### src/rtl/bin2bcd_converter.sv
// bin2bcd_converter: sequential binary-to-BCD converter (iterative double-dabble,
// one shift per clock). Produces DIGITS packed BCD digits plus a sign flag for a
// downstream seven-segment decoder.
//
// Parameters:
//   WIDTH  - binary input width (>= 2)
//   DIGITS - BCD digits produced; 10**DIGITS must exceed 2**WIDTH
// Ports:
//   clk, rst_n   - clock (rising edge), asynchronous active-low reset
//   bin_in       - value to convert, sampled when start is accepted
//   signed_mode  - 1: bin_in is two's complement, 0: unsigned
//   start        - conversion request, accepted in IDLE or DONE
//   busy         - high while shifting
//   done         - one-cycle pulse when bcd_out/negative are updated
//   negative     - sign of the last completed conversion
//   bcd_out      - digit k in bits [4k+3:4k], k=0 least significant
// Build option:
//   BIN2BCD_BLANK_EN - when defined, leading zero digits (except digit 0) are
//                      replaced by 4'hF when a result is loaded.
module bin2bcd_converter #(
  parameter int unsigned WIDTH  = 16,
  parameter int unsigned DIGITS = 5
) (
  input  logic                  clk,
  input  logic                  rst_n,
  input  logic [WIDTH-1:0]      bin_in,
  input  logic                  signed_mode,
  input  logic                  start,
  output logic                  busy,
  output logic                  done,
  output logic                  negative,
  output logic [4*DIGITS-1:0]   bcd_out
);

  localparam int unsigned BCD_W = 4 * DIGITS;
  localparam int unsigned CNT_W = $clog2(WIDTH + 1);

  typedef enum logic [1:0] {
    ST_IDLE  = 2'd0,
    ST_SHIFT = 2'd1,
    ST_DONE  = 2'd2
  } state_t;

  state_t             state_q, state_d;
  logic [BCD_W-1:0]   scratch_q, scratch_d;
  logic [WIDTH-1:0]   mag_q, mag_d;
  logic [CNT_W-1:0]   cnt_q, cnt_d;
  logic               neg_r_q, neg_r_d;
  logic               busy_q, busy_d;
  logic               done_q, done_d;
  logic               negative_q, negative_d;
  logic [BCD_W-1:0]   bcd_q, bcd_d;

  logic [BCD_W-1:0]   adj;
  logic [BCD_W-1:0]   shifted;
  logic [BCD_W-1:0]   bcd_final;
  logic               in_neg;

  // Add-3 correction per digit before the shift (no carry between digits)
  always_comb begin
    adj = scratch_q;
    for (int k = 0; k < int'(DIGITS); k++) begin
      if (scratch_q[4*k +: 4] >= 4'd5) begin
        adj[4*k +: 4] = scratch_q[4*k +: 4] + 4'd3;
      end
    end
  end

  // Scratch value after this cycle's shift; on the last shift it is the result
  assign shifted = {adj[BCD_W-2:0], mag_q[WIDTH-1]};

`ifdef BIN2BCD_BLANK_EN
  // Blank leading zeros from the top digit down, stopping at the first nonzero;
  // digit 0 always shows
  logic lead;
  always_comb begin
    bcd_final = shifted;
    lead      = 1'b1;
    for (int k = int'(DIGITS) - 1; k >= 1; k--) begin
      if (lead && (shifted[4*k +: 4] == 4'd0)) begin
        bcd_final[4*k +: 4] = 4'hF;
      end else begin
        lead = 1'b0;
      end
    end
  end
`else
  assign bcd_final = shifted;
`endif

  assign in_neg = signed_mode & bin_in[WIDTH-1];

  // Next-state and registered-output logic
  always_comb begin
    state_d    = state_q;
    scratch_d  = scratch_q;
    mag_d      = mag_q;
    cnt_d      = cnt_q;
    neg_r_d    = neg_r_q;
    negative_d = negative_q;
    bcd_d      = bcd_q;
    busy_d     = 1'b0;
    done_d     = 1'b0;

    unique case (state_q)
      ST_IDLE, ST_DONE: begin
        if (start) begin
          neg_r_d   = in_neg;
          // Two's-complement negate; the most negative input maps to 2**(WIDTH-1)
          mag_d     = in_neg ? (~bin_in + WIDTH'(1)) : bin_in;
          scratch_d = '0;
          cnt_d     = CNT_W'(WIDTH);
          state_d   = ST_SHIFT;
          busy_d    = 1'b1;
        end else begin
          state_d   = ST_IDLE;
        end
      end
      ST_SHIFT: begin
        scratch_d = shifted;
        mag_d     = {mag_q[WIDTH-2:0], 1'b0};
        cnt_d     = cnt_q - CNT_W'(1);
        busy_d    = 1'b1;
        if (cnt_q == CNT_W'(1)) begin
          state_d    = ST_DONE;
          busy_d     = 1'b0;
          done_d     = 1'b1;
          bcd_d      = bcd_final;
          negative_d = neg_r_q;
        end
      end
      default: begin
        state_d = ST_IDLE;
      end
    endcase
  end

  // State and output registers
  always_ff @(posedge clk or negedge rst_n) begin
    if (!rst_n) begin
      state_q    <= ST_IDLE;
      scratch_q  <= '0;
      mag_q      <= '0;
      cnt_q      <= '0;
      neg_r_q    <= 1'b0;
      busy_q     <= 1'b0;
      done_q     <= 1'b0;
      negative_q <= 1'b0;
      bcd_q      <= '0;
    end else begin
      state_q    <= state_d;
      scratch_q  <= scratch_d;
      mag_q      <= mag_d;
      cnt_q      <= cnt_d;
      neg_r_q    <= neg_r_d;
      busy_q     <= busy_d;
      done_q     <= done_d;
      negative_q <= negative_d;
      bcd_q      <= bcd_d;
    end
  end

  assign busy     = busy_q;
  assign done     = done_q;
  assign negative = negative_q;
  assign bcd_out  = bcd_q;

endmodule
### config.mk
export PLATFORM = sky130hd
export DESIGN_NAME = bin2bcd_converter
export DESIGN_NICKNAME = d
export VERILOG_FILES = /design/src/rtl/bin2bcd_converter.sv
export SDC_FILE = /design/constraint.sdc
export NUM_CORES = 1
export LEC_CHECK = 0
export BUFFER_PORTS_ARGS = -buffer_cell sky130_fd_sc_hd__buf_4
export CAP_MARGIN = 20
export CELL_PAD_IN_SITES_DETAIL_PLACEMENT = 1
export CELL_PAD_IN_SITES_GLOBAL_PLACEMENT = 1
export CORE_ASPECT_RATIO = 1.75
export CORE_MARGIN = 3
export CORE_UTILIZATION = 41
export CTS_CLUSTER_DIAMETER = 150
export DETAILED_ROUTE_END_ITERATION = 8
export GPL_ROUTABILITY_DRIVEN = 1
export PLACE_DENSITY_LB_ADDON = 0.1
export SLEW_MARGIN = 25
export SYNTH_ARGS = -nofsm -noshare
export SYNTH_HDL_FRONTEND = slang
export SYNTH_SLANG_ARGS = --single-unit
### constraint.sdc
create_clock -name clk -period 1.5 [get_ports clk]
set_input_delay 0.3 -clock clk [delete_from_list [all_inputs] [get_ports clk]]
set_output_delay 0.3 -clock clk [all_outputs]
set_load 0.01 [all_outputs]
* Word level (Yosys, flattened, before mapping)
Cells that the tools add are included.
** Storage, ports and cells
- Bits in registers :: 67
- Bits in latches :: 0
- Memory bits (writable) :: 0
- ROM bits :: 0
- Output and inout port bits :: 23
- Word-level logic and storage cells :: 54
- Memories kept :: 0
** Operators by class
- Add/sub/neg operators :: 7
- Multiply operators :: 0
- Div/mod/pow operators :: 0
- $lt $le $gt $ge :: 5
- Eq/ne operators :: 5
- Shifts and indexed selects :: 0
- Muxes and demuxes :: 20
- Bitwise logic cells :: 2
- Reductions and logical operators :: 6
** Operator list (count)
- 20-bit one-hot mux with 2 select lines :: 1
- 16-bit two-way mux :: 2
- 16-bit one-hot mux with 2 select lines :: 1
- 4-bit by 3-bit >= comparator with 1-bit output (second input constant) :: 5
- 20-bit two-way mux :: 1
- 16-bit by 1-bit adder with 16-bit output (second input constant) :: 1
- 4-bit by 2-bit adder with 4-bit output (second input constant) :: 4
- 4-bit two-way mux :: 4
- 16-bit inverter :: 1
- 5-bit one-hot mux with 2 select lines :: 1
- 2-bit AND reduction :: 3
- 5-bit by 1-bit equality test with 1-bit output (second input constant) :: 1
- 1-bit two-way mux :: 5
- 5-bit two-way mux :: 1
- 5-bit by 1-bit subtractor with 5-bit output (second input constant) :: 1
- 2-bit != test (second input constant) :: 2
- 2-bit one-hot mux with 2 select lines :: 1
- 3-bit by 2-bit adder with 3-bit output (second input constant) :: 1
- 3-bit two-way mux :: 1
- 2-bit by 1-bit equality test with 1-bit output (second input constant) :: 1
- 2-bit equality test (second input constant) :: 1
- 2-bit zero test :: 1
- 2-bit two-way mux :: 1
- 1-bit one-hot mux with 2 select lines :: 1
- 3 further kinds :: 3

* Longest topological paths before layout
- Depth in word-level cells :: 5
- Gate-level depth with buffers :: 7

* Worst setup path before layout
OpenSTA, ideal clock, no wires.
- Path type :: input to register
- From :: input port bin_in[0]
- To :: register mag_q[10]
- Library setup time :: 0.139 ns
- Arrival time :: 1.513 ns
- Required time :: 1.361 ns
- Setup slack :: -0.152 ns
- Stages on the path :: 6
- Buffers on the path :: 0
- Cell sequence :: inv_1 > ha_1 > or4b_4 > nor3_1 > mux2i_1 > o211ai_1
** Between the ends
- Cells in the longest elaborated chain, start to end :: 5
** Ends and longest elaborated chain
- start, declared :: line 26 : input logic [WIDTH-1:0] bin_in,
- 16-bit inverter :: line 110 : mag_d = in_neg ? (~bin_in + WIDTH'(1)) : bin_in;
- 16-bit by 1-bit adder with 16-bit output :: line 110
- 16-bit two-way mux :: line 110
- 16-bit two-way mux :: line 107 : if (start) begin
- 16-bit one-hot mux with 2 select lines :: line 105 : unique case (state_q)
- end signal, assigned :: line 153 : mag_q <= mag_d;
- end, declared :: line 46 : logic [WIDTH-1:0] mag_q, mag_d;
Every way passes these cells. The select of a mux whose other input is x is not followed.
A chain may end at the register's enable or synchronous reset.

* Worst setup path after layout
- From :: register cnt_q[1]
- To :: register bcd_q[10], in the netlist bcd_out[10]
** Between the ends
- Cells in the longest elaborated chain, start to end :: 2
** Ends and longest elaborated chain
- start, declared :: line 47 : logic [CNT_W-1:0] cnt_q, cnt_d;
- start signal, assigned :: line 154 : cnt_q <= cnt_d;
- 5-bit by 1-bit equality test with 1-bit output :: line 124 : if (cnt_q == CNT_W'(1)) begin
- 2-bit AND reduction (no source line)
- end signal, assigned :: line 149 : bcd_q <= '0;
- end signal, assigned :: line 159 : bcd_q <= bcd_d;
- end, declared :: line 52 : logic [BCD_W-1:0] bcd_q, bcd_d;
Every way passes these cells.

==> metrics.md <==
| Metric | Value |
|---|---|
| WL final | `about 10 mm` |
| Core area | `roughly 8000 um^2` |
| Synthesized net count | `365` |
| Clk sinks | `67` |
| Crit end category | `register` |
| DR vias/cell | `5.55` |
| Slew HR | `around two thirds` |
| CP max-delay cell | `dfrtp_1` |
| Seq/Total Area, Yosys | `a little under 50%` |
| R2r endpoint | `bcd_out[10]` |
| Worst ir drop on vdd | `roughly 890 uV` |
| CP Buf/Inv Count | `3` |
| DP Area | `between 4000 and 5000 um^2` |
| CP max stage delay | `400 ps` |
| Max cap viols | `0` |
| Commonest cells in the netlist | `dfrtp_1, o21ai_0, nand2_1` |
| Register-to-Register Path Depth | `7` |
| CP delay by family, top | `flip-flops` |
| Crit-path cells | `inv_2, ha_4, nor4b_4, nand2_2, clkinv_4, buf_8, mux2_4` |
| Largest cells by area after synthesis | `dfrtp_1, o21ai_0, ha_1` |
| Crit Path Class | `reg2reg` |
| Number of synthesized flops with an enable pin | `0` |
| RSZ-0062 raised after global routing | `yes` |
| Pleak | `roughly 2.3 nW` |
| FF+latch count, synth | `between 60 and 70` |
| Final Cell Area | `5030 um^2` |
| GR Overflow Total | `0` |
| Die Height | `127 um` |
| Post-synth ARST share | `100%` |
| I/O Buffers | `42` |
| CTS Buf Count | `9` |
| Hold_sp | `bin_in[14]` |
| Critical Path AT | `around 1900 ps` |
| Total GRT Usage | `around a fifth` |
| Most used DFF post-synth | `dfrtp_1` |
| DR vias | `between 2,000 and 3,000` |
| Power per cell area | `2240 nW/um^2` |
| Cell Count, Final, Fillers Out | `540` |
| Setup Viol. Count Final | `12` |
| Min-delay worst type | `in2reg` |
| Syn Inst Count | `around 330` |
| Yosys warns | `0` |
| Ant. Diodes | `0` |
| Worst-Skew Late Latency | `340 ps` |
| Die X | `74.9 um` |
| Initial antenna violation count | `0` |
| Wire per inst | `about 18 um` |
| Final WS setup | `-134 ps` |
| Critical R2R Launch | `cnt_q[1]` |
| R2R setup slack | `-130 ps` |
| Initial Util | `a little over two fifths` |
| Share of layout cells above drive strength 1 | `43.8%` |
| Top sig layer | `met4` |
| WP data required | `~1700 ps` |
| Peak fanout along the critical path | `5` |
| Place WS | `-289 ps` |
| WL met1 | `approximately 3.7 mm` |
| Cell Rows | `43` |
| DRC | `0` |
| DIE AREA | `roughly 9500 um^2` |
| Max Freq | `0.612 GHz` |
| CP startpoint kind | `register` |
| Met3 Routed Length | `around 240 um` |
| Largest net degree at the start of global routing | `30` |
| Status | `complete, but fails checks` |
| CTS H-tree lvls | `3` |
| Mapped cell area | `3410 um^2` |
| Clk buf depth | `2` |
| Area growth syn-to-layout | `47.6%` |
| Hold depth | `3` |
| IO Pins | `43` |
| Final Hold Viols | `0` |
| Final Skew | `8.17 ps` |
| Tightest Pin Transition | `515 ps` |
| Most frequent cell after synthesis | `dfrtp_1` |
| Clock period minus worst slack | `around 1600 ps` |
| ANT nets after route | `0` |
| GPL Wtd Cong | `around 0.8` |
| Utilization after layout | `around 63%` |
| Dpl cells | `roughly 500` |
| Cell variety after synth | `slightly above 40` |
| Min-Delay Endpoint | `mag_q[14]` |
| DRT iter0 DRCs | `136` |
| Syn avg cell area | `between 10 and 15 um^2` |
| Detailed Place HPWL | `6.58 mm` |
| Vias in the first global route | `around 3,200` |
| CTS root buffer | `clkbuf_16` |
| First-pass GRT wire length | `14.9 mm` |
| Slew Limit Fails | `0` |
| Tcrit/Tclk final | `109%` |
| Total iterations of the first detailed-routing run | `4` |
| Failing checks | `negative setup slack` |
| Synth top area share | `49.2%` |
| Synth area leader | `dfrtp_1` |
| Hold_ws | `229 ps` |
| Met2 wire len | `5.76 mm` |
| NumNets Final | `roughly 480` |
| Clk slew on worst S/H paths | `roughly 50 ps` |
| TritonCTS clock tree | `done` |
[logic make-up (layout without fill, tap and decap cells)]
logic type | count (synthesis) | in the layout | share of synthesized area [%]
AOI/OAI and AO/OA | 95 | 95 | 17.5
DFF | 67 | 67 | 49.2
xor gates and xnor gates | 13 | 13 | 3.34
and+or+nand+nor | 92 | 92 | 15.1
muxes | 22 | 22 | 6.86
adders and majority gates | 13 | 13 | 4.77
buffers and inverters | 30 | 148 | 3.34
[timing repair]
item / in CTS / in global routing
cloned: 0 / 0
setup buffers: 2 / 16
endpoints found under the hold margin: 21 / 0
pin swaps: 3 / 12
hold buffers: 1 / 0
resized for setup: 15 / 64
setup endpoints to repair: 43 / 51
[through the flow]
stage / total power, mW / TNS, ps
finish: 11.3 / -1190
floorplan: 5.65 / -183
global placement: 7.33 / -2200
detailed placement: 7.59 / -3210
global route: 12.1 / -2750
CTS: 10.3 / -651
[report_power, final]
part	internal, mW	switching [mW]
clock	1.62	0.791
sequential	2.64	0.774
combinational	2.85	2.58
[sequential cells by signal, indices dropped and copies added (netlist names)]
signal	cells
bcd_out	20
scratch_q	20
mag_q	16
cnt_q	5
state_q	2
busy	1
done	1
neg_r_q	1
negative	1
[per-layer routing]
layer  global-route usage [%]  up-vias
li1                         -     1427
met1                     20.9     1510
met2                     39.3       49
met3                     3.89       13
met4                     7.97        0
met5                        0        -
[how the worst max path moves through the flow]
| stage | startpoint | depth (start not counted) | slack, ps | end |
|---|---|---|---|---|
| 5_1_grt | cnt_q[1] | 7 | -220 | bcd_out[10] |
| 2_1_floorplan | bin_in[8] | 4 | -80 | mag_q[12] |
| 4_1_cts | cnt_q[1] | 6 | -60 | bcd_out[17] |
| 6_report | cnt_q[1] | 7 | -130 | bcd_out[10] |
| 3_3_place_gp | bin_in[0] | 7 | -250 | mag_q[14] |
| 3_5_place_dp | bin_in[0] | 7 | -290 | mag_q[14] |
[area by class of cell]
class                      instances  area, um^2
fill                             882        2980
multi-input combinational        235        1900
tap                               90         113
timing repair buffer             116         927
sequential                        67        1680
clock inverter                     7         116
clock buffer                       9         225
inverter                          16        70.1
[layout by cell type, fill, tap and decap left out, types with 3 or more instances in the layout]
| master | count |
|---|---|
| inv_2 | 9 |
| a21oi_1 | 11 |
| a22oi_1 | 12 |
| o21ai_0 | 37 |
| mux2_4 | 9 |
| ha_1 | 5 |
| clkbuf_16 | 9 |
| a22o_1 | 10 |
| nand2b_4 | 5 |
| buf_4 | 106 |
| o21ai_1 | 4 |
| dfrtp_1 | 66 |
| ha_2 | 3 |
| ha_4 | 5 |
| nor3b_1 | 9 |
| bufinv_16 | 3 |
| mux2i_2 | 4 |
| nor3_1 | 8 |
| nor2_1 | 9 |
| buf_6 | 5 |
| a21oi_4 | 5 |
| nand3_1 | 6 |
| nand2_1 | 32 |
| buf_8 | 3 |
| inv_1 | 5 |
| xnor2_1 | 11 |
| nor4_1 | 3 |
| mux2i_1 | 7 |
[tightest hold or removal path: cells and delay by family]
kind | cells | cell delay [ps]
buffers and inverters | 1 | 100
AOI/OAI and AO/OA | 2 | 120
Note: power is estimated with default switching activity, not from simulation.
